File: src/rtl/clk_div_pkg.sv
// Shared types and constants for the programmable clock-divider controller.
package clk_div_pkg;

  typedef enum logic [1:0] {
    IDLE = 2'd0,
    RUN  = 2'd1,
    PEND = 2'd2
  } div_state_t;

  localparam int MIN_DIV = 2;

endpackage

File: src/rtl/clk_div_counter.sv
// Modulo-N period counter with registered duty compare and period-start tick.
module clk_div_counter #(
  parameter int DIV_W = 8
) (
  input  logic             clk,
  input  logic             rst,
  input  logic             run_i,
  input  logic             start_i,
  input  logic [DIV_W-1:0] div_i,
  output logic             boundary_o,
  output logic             out_clk_o,
  output logic             tick_o
);

  localparam logic [DIV_W-1:0] ONE = DIV_W'(1);

  logic [DIV_W-1:0] cnt_q, cnt_d;
  logic             out_clk_q, out_clk_d;
  logic             tick_q, tick_d;

  assign boundary_o = (cnt_q == (div_i - ONE));

  // A fresh period always starts high (floor(N/2) >= 1), so the duty compare
  // against the old ratio at a boundary is still correct for the new ratio.
  always_comb begin
    cnt_d     = '0;
    out_clk_d = 1'b0;
    tick_d    = 1'b0;
    if (run_i) begin
      cnt_d     = (start_i || boundary_o) ? '0 : cnt_q + ONE;
      out_clk_d = (cnt_d < (div_i >> 1));
      tick_d    = (cnt_d == '0);
    end
  end

  always_ff @(posedge clk or negedge rst) begin
    if (!rst) begin
      cnt_q     <= '0;
      out_clk_q <= 1'b0;
      tick_q    <= 1'b0;
    end else begin
      cnt_q     <= cnt_d;
      out_clk_q <= out_clk_d;
      tick_q    <= tick_d;
    end
  end

  assign out_clk_o = out_clk_q;
  assign tick_o    = tick_q;

endmodule

File: src/rtl/clk_div_ctrl.sv
// Glitch-free divider controller: FSM, pending ratio and cfg handshake.
// cfg handshake: a request transfers on a cycle where cfg_valid && cfg_ready.
module clk_div_ctrl
  import clk_div_pkg::*;
#(
  parameter int DIV_W       = 8,
  parameter int DEFAULT_DIV = 2
) (
  input  logic             clk,
  input  logic             rst,
  input  logic             en,
  input  logic             cfg_valid,
  input  logic [DIV_W-1:0] cfg_div,
  output logic             cfg_ready,
  output logic             cfg_err,
  output logic             out_clk,
  output logic             tick,
  output logic [DIV_W-1:0] cur_div,
  output div_state_t       dbg_state
);

  localparam logic [DIV_W-1:0] RST_DIV = DIV_W'(DEFAULT_DIV);
  localparam logic [DIV_W-1:0] MIN_N   = DIV_W'(MIN_DIV);

  div_state_t       state_q, state_d;
  logic [DIV_W-1:0] cur_div_q, cur_div_d;
  logic [DIV_W-1:0] pend_q, pend_d;
  logic             cfg_err_q, cfg_err_d;
  logic             cfg_ready_q, cfg_ready_d;
  logic             accept, take, boundary;

  assign accept = cfg_valid && cfg_ready_q;
  assign take   = accept && (cfg_div >= MIN_N);

  always_comb begin
    state_d   = state_q;
    cur_div_d = cur_div_q;
    pend_d    = pend_q;
    cfg_err_d = accept && !take;
    case (state_q)
      IDLE: begin
        if (take) cur_div_d = cfg_div;
        if (en) state_d = RUN;
      end
      RUN: begin
        if (boundary && !en) begin
          // Stopping now: a request taken here behaves like an idle write.
          state_d = IDLE;
          if (take) cur_div_d = cfg_div;
        end else if (take) begin
          pend_d  = cfg_div;
          state_d = PEND;
        end
      end
      PEND: begin
        if (boundary) begin
          cur_div_d = pend_q;
          state_d   = en ? RUN : IDLE;
        end
      end
      default: state_d = IDLE;
    endcase
    cfg_ready_d = (state_d != PEND);
  end

  always_ff @(posedge clk or negedge rst) begin
    if (!rst) begin
      state_q     <= IDLE;
      cur_div_q   <= RST_DIV;
      pend_q      <= RST_DIV;
      cfg_err_q   <= 1'b0;
      cfg_ready_q <= 1'b1;
    end else begin
      state_q     <= state_d;
      cur_div_q   <= cur_div_d;
      pend_q      <= pend_d;
      cfg_err_q   <= cfg_err_d;
      cfg_ready_q <= cfg_ready_d;
    end
  end

  clk_div_counter #(.DIV_W(DIV_W)) u_counter (
    .clk        (clk),
    .rst        (rst),
    .run_i      (state_d != IDLE),
    .start_i    (state_q == IDLE),
    .div_i      (cur_div_q),
    .boundary_o (boundary),
    .out_clk_o  (out_clk),
    .tick_o     (tick)
  );

  assign cfg_ready = cfg_ready_q;
  assign cfg_err   = cfg_err_q;
  assign cur_div   = cur_div_q;
  assign dbg_state = state_q;

endmodule

File: config.mk
export PLATFORM = sky130hd
export DESIGN_NAME = clk_div_ctrl
export DESIGN_NICKNAME = d
export VERILOG_FILES = /design/src/rtl/clk_div_pkg.sv /design/src/rtl/clk_div_counter.sv /design/src/rtl/clk_div_ctrl.sv
export SDC_FILE = /design/constraint.sdc
export NUM_CORES = 1
export LEC_CHECK = 0
export ABC_CLOCK_PERIOD_IN_PS = 3800
export CAP_MARGIN = 20
export CORE_MARGIN = 4
export CORE_UTILIZATION = 45
export CTS_CLUSTER_DIAMETER = 60
export CTS_CLUSTER_SIZE = 28
export DETAILED_ROUTE_END_ITERATION = 12
export PLACE_DENSITY = 0.79
export SETUP_SLACK_MARGIN = 0.4
export SYNTH_ARGS = -nofsm -noshare
export SYNTH_HDL_FRONTEND = slang
export SYNTH_SLANG_ARGS = --single-unit
File: constraint.sdc
create_clock -name clk -period 3.8 [get_ports clk]
set_clock_uncertainty 0.15 [all_clocks]
set_input_delay 0.38 -clock clk [delete_from_list [all_inputs] [get_ports clk]]
set_output_delay 0.38 -clock clk [all_outputs]
set_load 0.005 [all_outputs]
### Word-level counts from Yosys, hierarchy flattened

Cells that the tools add are included.

| word-level totals | value |
|---|---|
| flip-flop bits (word level) | 30 |
| input port bits | 12 |
| output and inout port bits | 14 |

| operators by class | value |
|---|---|
| add/sub/neg operators | 2 |
| order comparisons | 2 |
| equality and inequality tests | 6 |
| muxes and demuxes | 14 |
| bitwise operators | 1 |
| reductions and logical operators | 13 |

Operator list:

| cell | count |
|---|---|
| 8-bit 2-to-1 mux | 5 |
| 8-bit case mux with 3 select lines | 1 |
| 8-bit by 1-bit adder with 8-bit output, second input constant | 1 |
| 8-bit equality test | 1 |
| 8-bit by 2-bit greater-or-equal comparator with 1-bit output, second input constant | 1 |
| 8-bit logical NOT | 1 |
| 8-bit by 7-bit < comparator with 1-bit output | 1 |
| 2-bit 2-to-1 mux | 4 |
| 8-bit by 1-bit subtractor with 8-bit output, second input constant | 1 |
| 2-bit != test, second input constant | 3 |
| 2-bit case mux with 3 select lines | 1 |
| 3-bit AND reduction | 2 |
| 1-bit logical AND | 4 |
| 1-bit 2-to-1 mux | 3 |
| 3-bit nonzero test | 1 |
| 2-bit by 1-bit equality test with 1-bit output, second input constant | 1 |
| 2-bit equality test, second input constant | 1 |
| 1-bit logical NOT | 2 |
| 2-bit logical NOT | 1 |
| 2-bit nonzero test | 1 |
| 1-bit logical OR | 1 |
| 1-bit NOT | 1 |

### Depth between registers and ports, before layout

| logic depth | value |
|---|---|
| depth after elaboration | 7 |
| mapped depth | 15 |
| depth with buffers taken out | 14 |

### Modules after synthesis

Synthesis repeated with hierarchy kept, for this count alone.

| unflattened totals | value |
|---|---|
| cells, all modules | 204 |
| area, all modules | 1964.4 um^2 |

Modules (own cells, without submodules):

| module | times used | cells an instance | area an instance (um^2) | seq. area each (um^2) |
|---|---|---|---|---|
| clk_div_counter | 1 | 118 | 1011.0 | 250.2 |
| clk_div_ctrl | 1 | 86 | 953.4 | 504.2 |

### Least setup slack after synthesis

No wires, ideal clock.

| timing path | value |
|---|---|
| path type | flip-flop to flip-flop |
| start | register cur_div_q[0] (netlist: cur_div[0]) |
| end | register u_counter.out_clk_q (netlist: u_counter.out_clk_o) |
| arrival | 3161 ps |
| data required time | 3573 ps |
| path slack | 411 ps |
| stages on the path, launching flop included | 16 |
| path buffers | 1 |
| clock period less this slack | 3389 ps |
| cell sequence | dfrtp_1 -> inv_1 -> ha_1 -> or3b_1 -> nor4_1 -> o2111ai_2 -> nor3_4 -> or2_0 -> buf_2 -> nor2_1 -> ha_1 -> a21oi_1 -> maj3_1 -> nor2_1 -> or3_1 -> a21oi_1 |

| between the ends | value |
|---|---|
| longest elaborated chain between the ends | 7 |

RTL lines:

| item | RTL line | text |
|---|---|---|
| from (decl) | clk_div_ctrl.sv:26 | `logic [DIV_W-1:0] cur_div_q, cur_div_d;` |
| from (signal assigned) | clk_div_ctrl.sv:75 | `cur_div_q <= cur_div_d;` |
| 8-bit by 1-bit subtractor with 8-bit output (*) | clk_div_counter.sv:21 | `assign boundary_o = (cnt_q == (div_i - ONE));` |
| 8-bit equality test (*) | clk_div_counter.sv:21 |  |
| parallel branches: the longest is 4 deep, another holds 8-bit by 7-bit < comparator with 1-bit output | - |  |
| 1-bit 2-to-1 mux (*) | clk_div_counter.sv:29 | `if (run_i) begin` |
| net u_counter.out_clk_d | clk_div_counter.sv:18 | `logic out_clk_q, out_clk_d;` |
| to (signal assigned) | clk_div_counter.sv:43 | `out_clk_q <= out_clk_d;` |
| to (decl) | clk_div_counter.sv:18 |  |

Mark *: on every way through the listed nets, which the timed path passes.
A chain may end at the register's enable or synchronous reset.

### Final worst setup path

Same ends and word-level chain as after synthesis.

==> flow_summary.yaml <==
clocking:
  htreeDepth: 2
  clock_latency_ns: 0.28
  clkSlewWorstSetupHoldPaths_ns: 0.06
  cts_made_buffers: 5
  cts_root_buf: "clkbuf_8"
  hold_buffers: 0
  max-clock-path-buffers: 2
  clock-sinks: 30
  cts_tree: "built"
floorplanning:
  dieArea_um2: 5440
  rows: 23
  die_height_um: 73.76
  die_x_um: 73.76
  pin_count: 26
  core_area_um2: 4086
  start_util_pct: 47.61
setup_path:
  path_max_fanout: 4
  criticalPathCategory: "flop to flop"
  cpPeakStageDelay_ns: 0.43
  reg2reg_from: "cur_div[0]"
  end_kind: "flop"
  crit_chain: "inv_2, ha_2, or3b_4, o31a_1, o2111ai_2, nor3_4, or2_1, nor2_1, ha_1, a21oi_2, maj3_1, nor2_1, or3_1, a21oi_2"
  reg2reg_depth: 14
  worst_ep_required_time_ns: 3.86
  worstReg2RegEnd: "u_counter.out_clk_o"
  cp.arrival_ns: 3.32
  r2r_slack_ns: 0.54
  worst_path_max_delay_cell: "dfrtp_2"
  crit_family: "simple AND/OR/NAND/NOR gates"
  critPathLaunchType: "flop"
  cp.buffers_inverters: 1
final_layout:
  final_cell_mix: "26 x dfrtp_1, 25 x clkdlybuf4s50_1, 19 x nor2_1, 14 x mux2i_1, 10 x nand2_1"
  area_growth_syn_to_layout_pct: 22.12
  final_common_cell: "dfrtp_1"
  n_antenna_cell: 0
  nFillCells: 361
  fin_nets: 238
  final_area_um2: 2376
  drive_gt1_share_pct: 17.81
logic_synthesis:
  avgSynthCellArea_um2: 10.40
  syn_nets: 206
  ys_ff_latch: 30
  synth_largest_area_cell: "dfrtp_1"
  ys.flop_type: "dfrtp_1"
  synth_area_leaders: "dfrtp_1 35%, mux2i_1 7.2%, mux2_1 4.6%"
  async_reset_ff_share_pct: 100.0
  seq_area_frac_synth_pct: 38.78
  synth_top_cell_area_share_pct: 34.73
  yosysUniqueCellTypes: 53
  synth_area_um2: 1946
  ys_warn_count: 0
  synth_enable_flop_cells: 0
  synthCells: 187
placed_design:
  dp_hpwl_um: 3110
  post-place-ws_ns: 0.2494
  placed_cell_area_um2: 2218
  routabilityCongestion: 0.8800
  numPortBuffers: 25
power_and_ir_drop:
  vdd_drop_max_uv: 406.2
  p_per_area_nw_per_um2: 744.9
  p_leak_uw: 0.001050
  total_power_uw: 1770
sta:
  min_period_ns: 3.259
  setup_ws_ns: 0.5411
  maxSlewViolCount: 0
  finalCritPeriodShare_pct: 85.76
  finalSetupViolations: 0
  hold_viol_final: 0
  worst_pin_slew_ns: 1.076
  rsz0062_at_grt: "yes"
  maxClockFrequency_mhz: 306.8
  fin_setup_tns_ns: 0
  maxSlewHeadroom_pct: 28.13
job:
  maxCapViolCount: 0
detailed_routing:
  drc: 0
  dr.pass1.iters: 4
  num_vias: 1485
  drt_iter0_markers: 57
  postRouteWirelength_um: 4167
  via_per_inst: 5.520
  ant_nets: 0
  post_drt_wl_per_cell_um: 15.49
grt:
  grt-ovfl-total: 0
  grt_pass1_wl_um: 6844
  grt_max_degree: 31
  antenna_found_initial: 0
  grt_pass1_vias: 1457
  grtUsageTotal_pct: 16.98
run_status:
  status: "complete, no violations"
min_path:
  hold_class: "primary input to asynchronous set/reset pin"
-- worst register-to-register path, stage by stage (launching register included) --
cell and delay (ns):
dfrtp_2 0.43, inv_2 0.07, ha_2 0.19, or3b_4 0.40, o31a_1 0.26, o2111ai_2 0.24
nor3_4 0.07, or2_1 0.22, nor2_1 0.12, ha_1 0.26, a21oi_2 0.13, maj3_1 0.18
nor2_1 0.05, or3_1 0.32, a21oi_2 0.12
-- repair_timing --
| action | 4_1_cts | 5_1_grt |
|---|---|---|
| setup endpoints to repair | 1 | 1 |
| resized for setup | 0 | 10 |
| gates cloned | 0 | 0 |
| buffers inserted | 1 | 5 |
| pin swaps | 1 | 7 |
-- per-layer routing --
layer / part of all wire (%) / vias to the layer above / track usage [%] / wire length, um
met5: 0 / - / 0 / 0
met4: 1.8 / 0 / 7.042 / 76
met3: 5.8 / 8 / 5.472 / 243
met2: 49 / 54 / 27.76 / 2049
met1: 43 / 695 / 20.46 / 1799
li1: - / 728 / - / -
-- final cells by class --
cell class / count / area (um^2) / area share, %
Clock buffer: 7 / 86.33 / 3.633
Inverter: 11 / 41.29 / 1.738
Multi-Input combinational cell: 138 / 1120 / 47.13
Sequential cell: 30 / 755.7 / 31.81
Tap cell: 50 / 62.56 / 2.633
Timing Repair Buffer: 33 / 310.3 / 13.06
-- state kept, by name, indices dropped and copies added, names as in the netlist --
name / count
cfg_err: 1
cfg_ready: 1
cur_div: 8
dbg_state: 2
pend_q: 8
u_counter.cnt_q: 8
u_counter.out_clk_o: 1
u_counter.tick_o: 1
-- logic make-up after synthesis --
logic type / after synthesis / share of synthesized area [%]
flops: 30 / 38.78
simple gates: 66 / 19.23
buf+inv: 19 / 4.951
xor+xnor: 16 / 7.203
fa+ha+maj: 8 / 5.016
mux: 23 / 12.60
compound gates: 25 / 12.22
-- synthesized netlist by cell type, types with 5 or more instances --
cell / number
ha_1: 7
nand2_1: 10
dfrtp_1: 27
a21oi_1: 7
nor3_1: 5
xor2_1: 9
mux2_1: 8
nor2_1: 19
nand3_1: 5
xnor2_1: 7
mux2i_1: 14
inv_1: 11
-- metrics by stage --
step	instances	hold WS, ns	util, %
global route	269	0.3487	58.14
detailed placement	256	0.3258	54.29
global placement	256	0.3164	54.29
CTS	264	0.3400	56.58
finish	269	0.3352	58.14
floorplan	187	-0.06559	-
-- where the power goes --
group	internal [uW]	switching, uW
Combinational	477	408
Sequential	454	170
Clock	143	117
-- worst max-delay path by stage --
stage | startpoint | to | slack [ns] | depth (start not counted)
detailed placement | cur_div[0] | u_counter.out_clk_o | 0.25 | 14
floorplan | cur_div[0] | u_counter.out_clk_o | 0.41 | 15
CTS | cur_div[0] | u_counter.out_clk_o | 0.46 | 14
global placement | cur_div[0] | u_counter.out_clk_o | 0.32 | 14
global route | cur_div[0] | u_counter.out_clk_o | 0.38 | 14
finish | cur_div[0] | u_counter.out_clk_o | 0.54 | 14
Note: power is estimated with default switching activity, not from simulation.
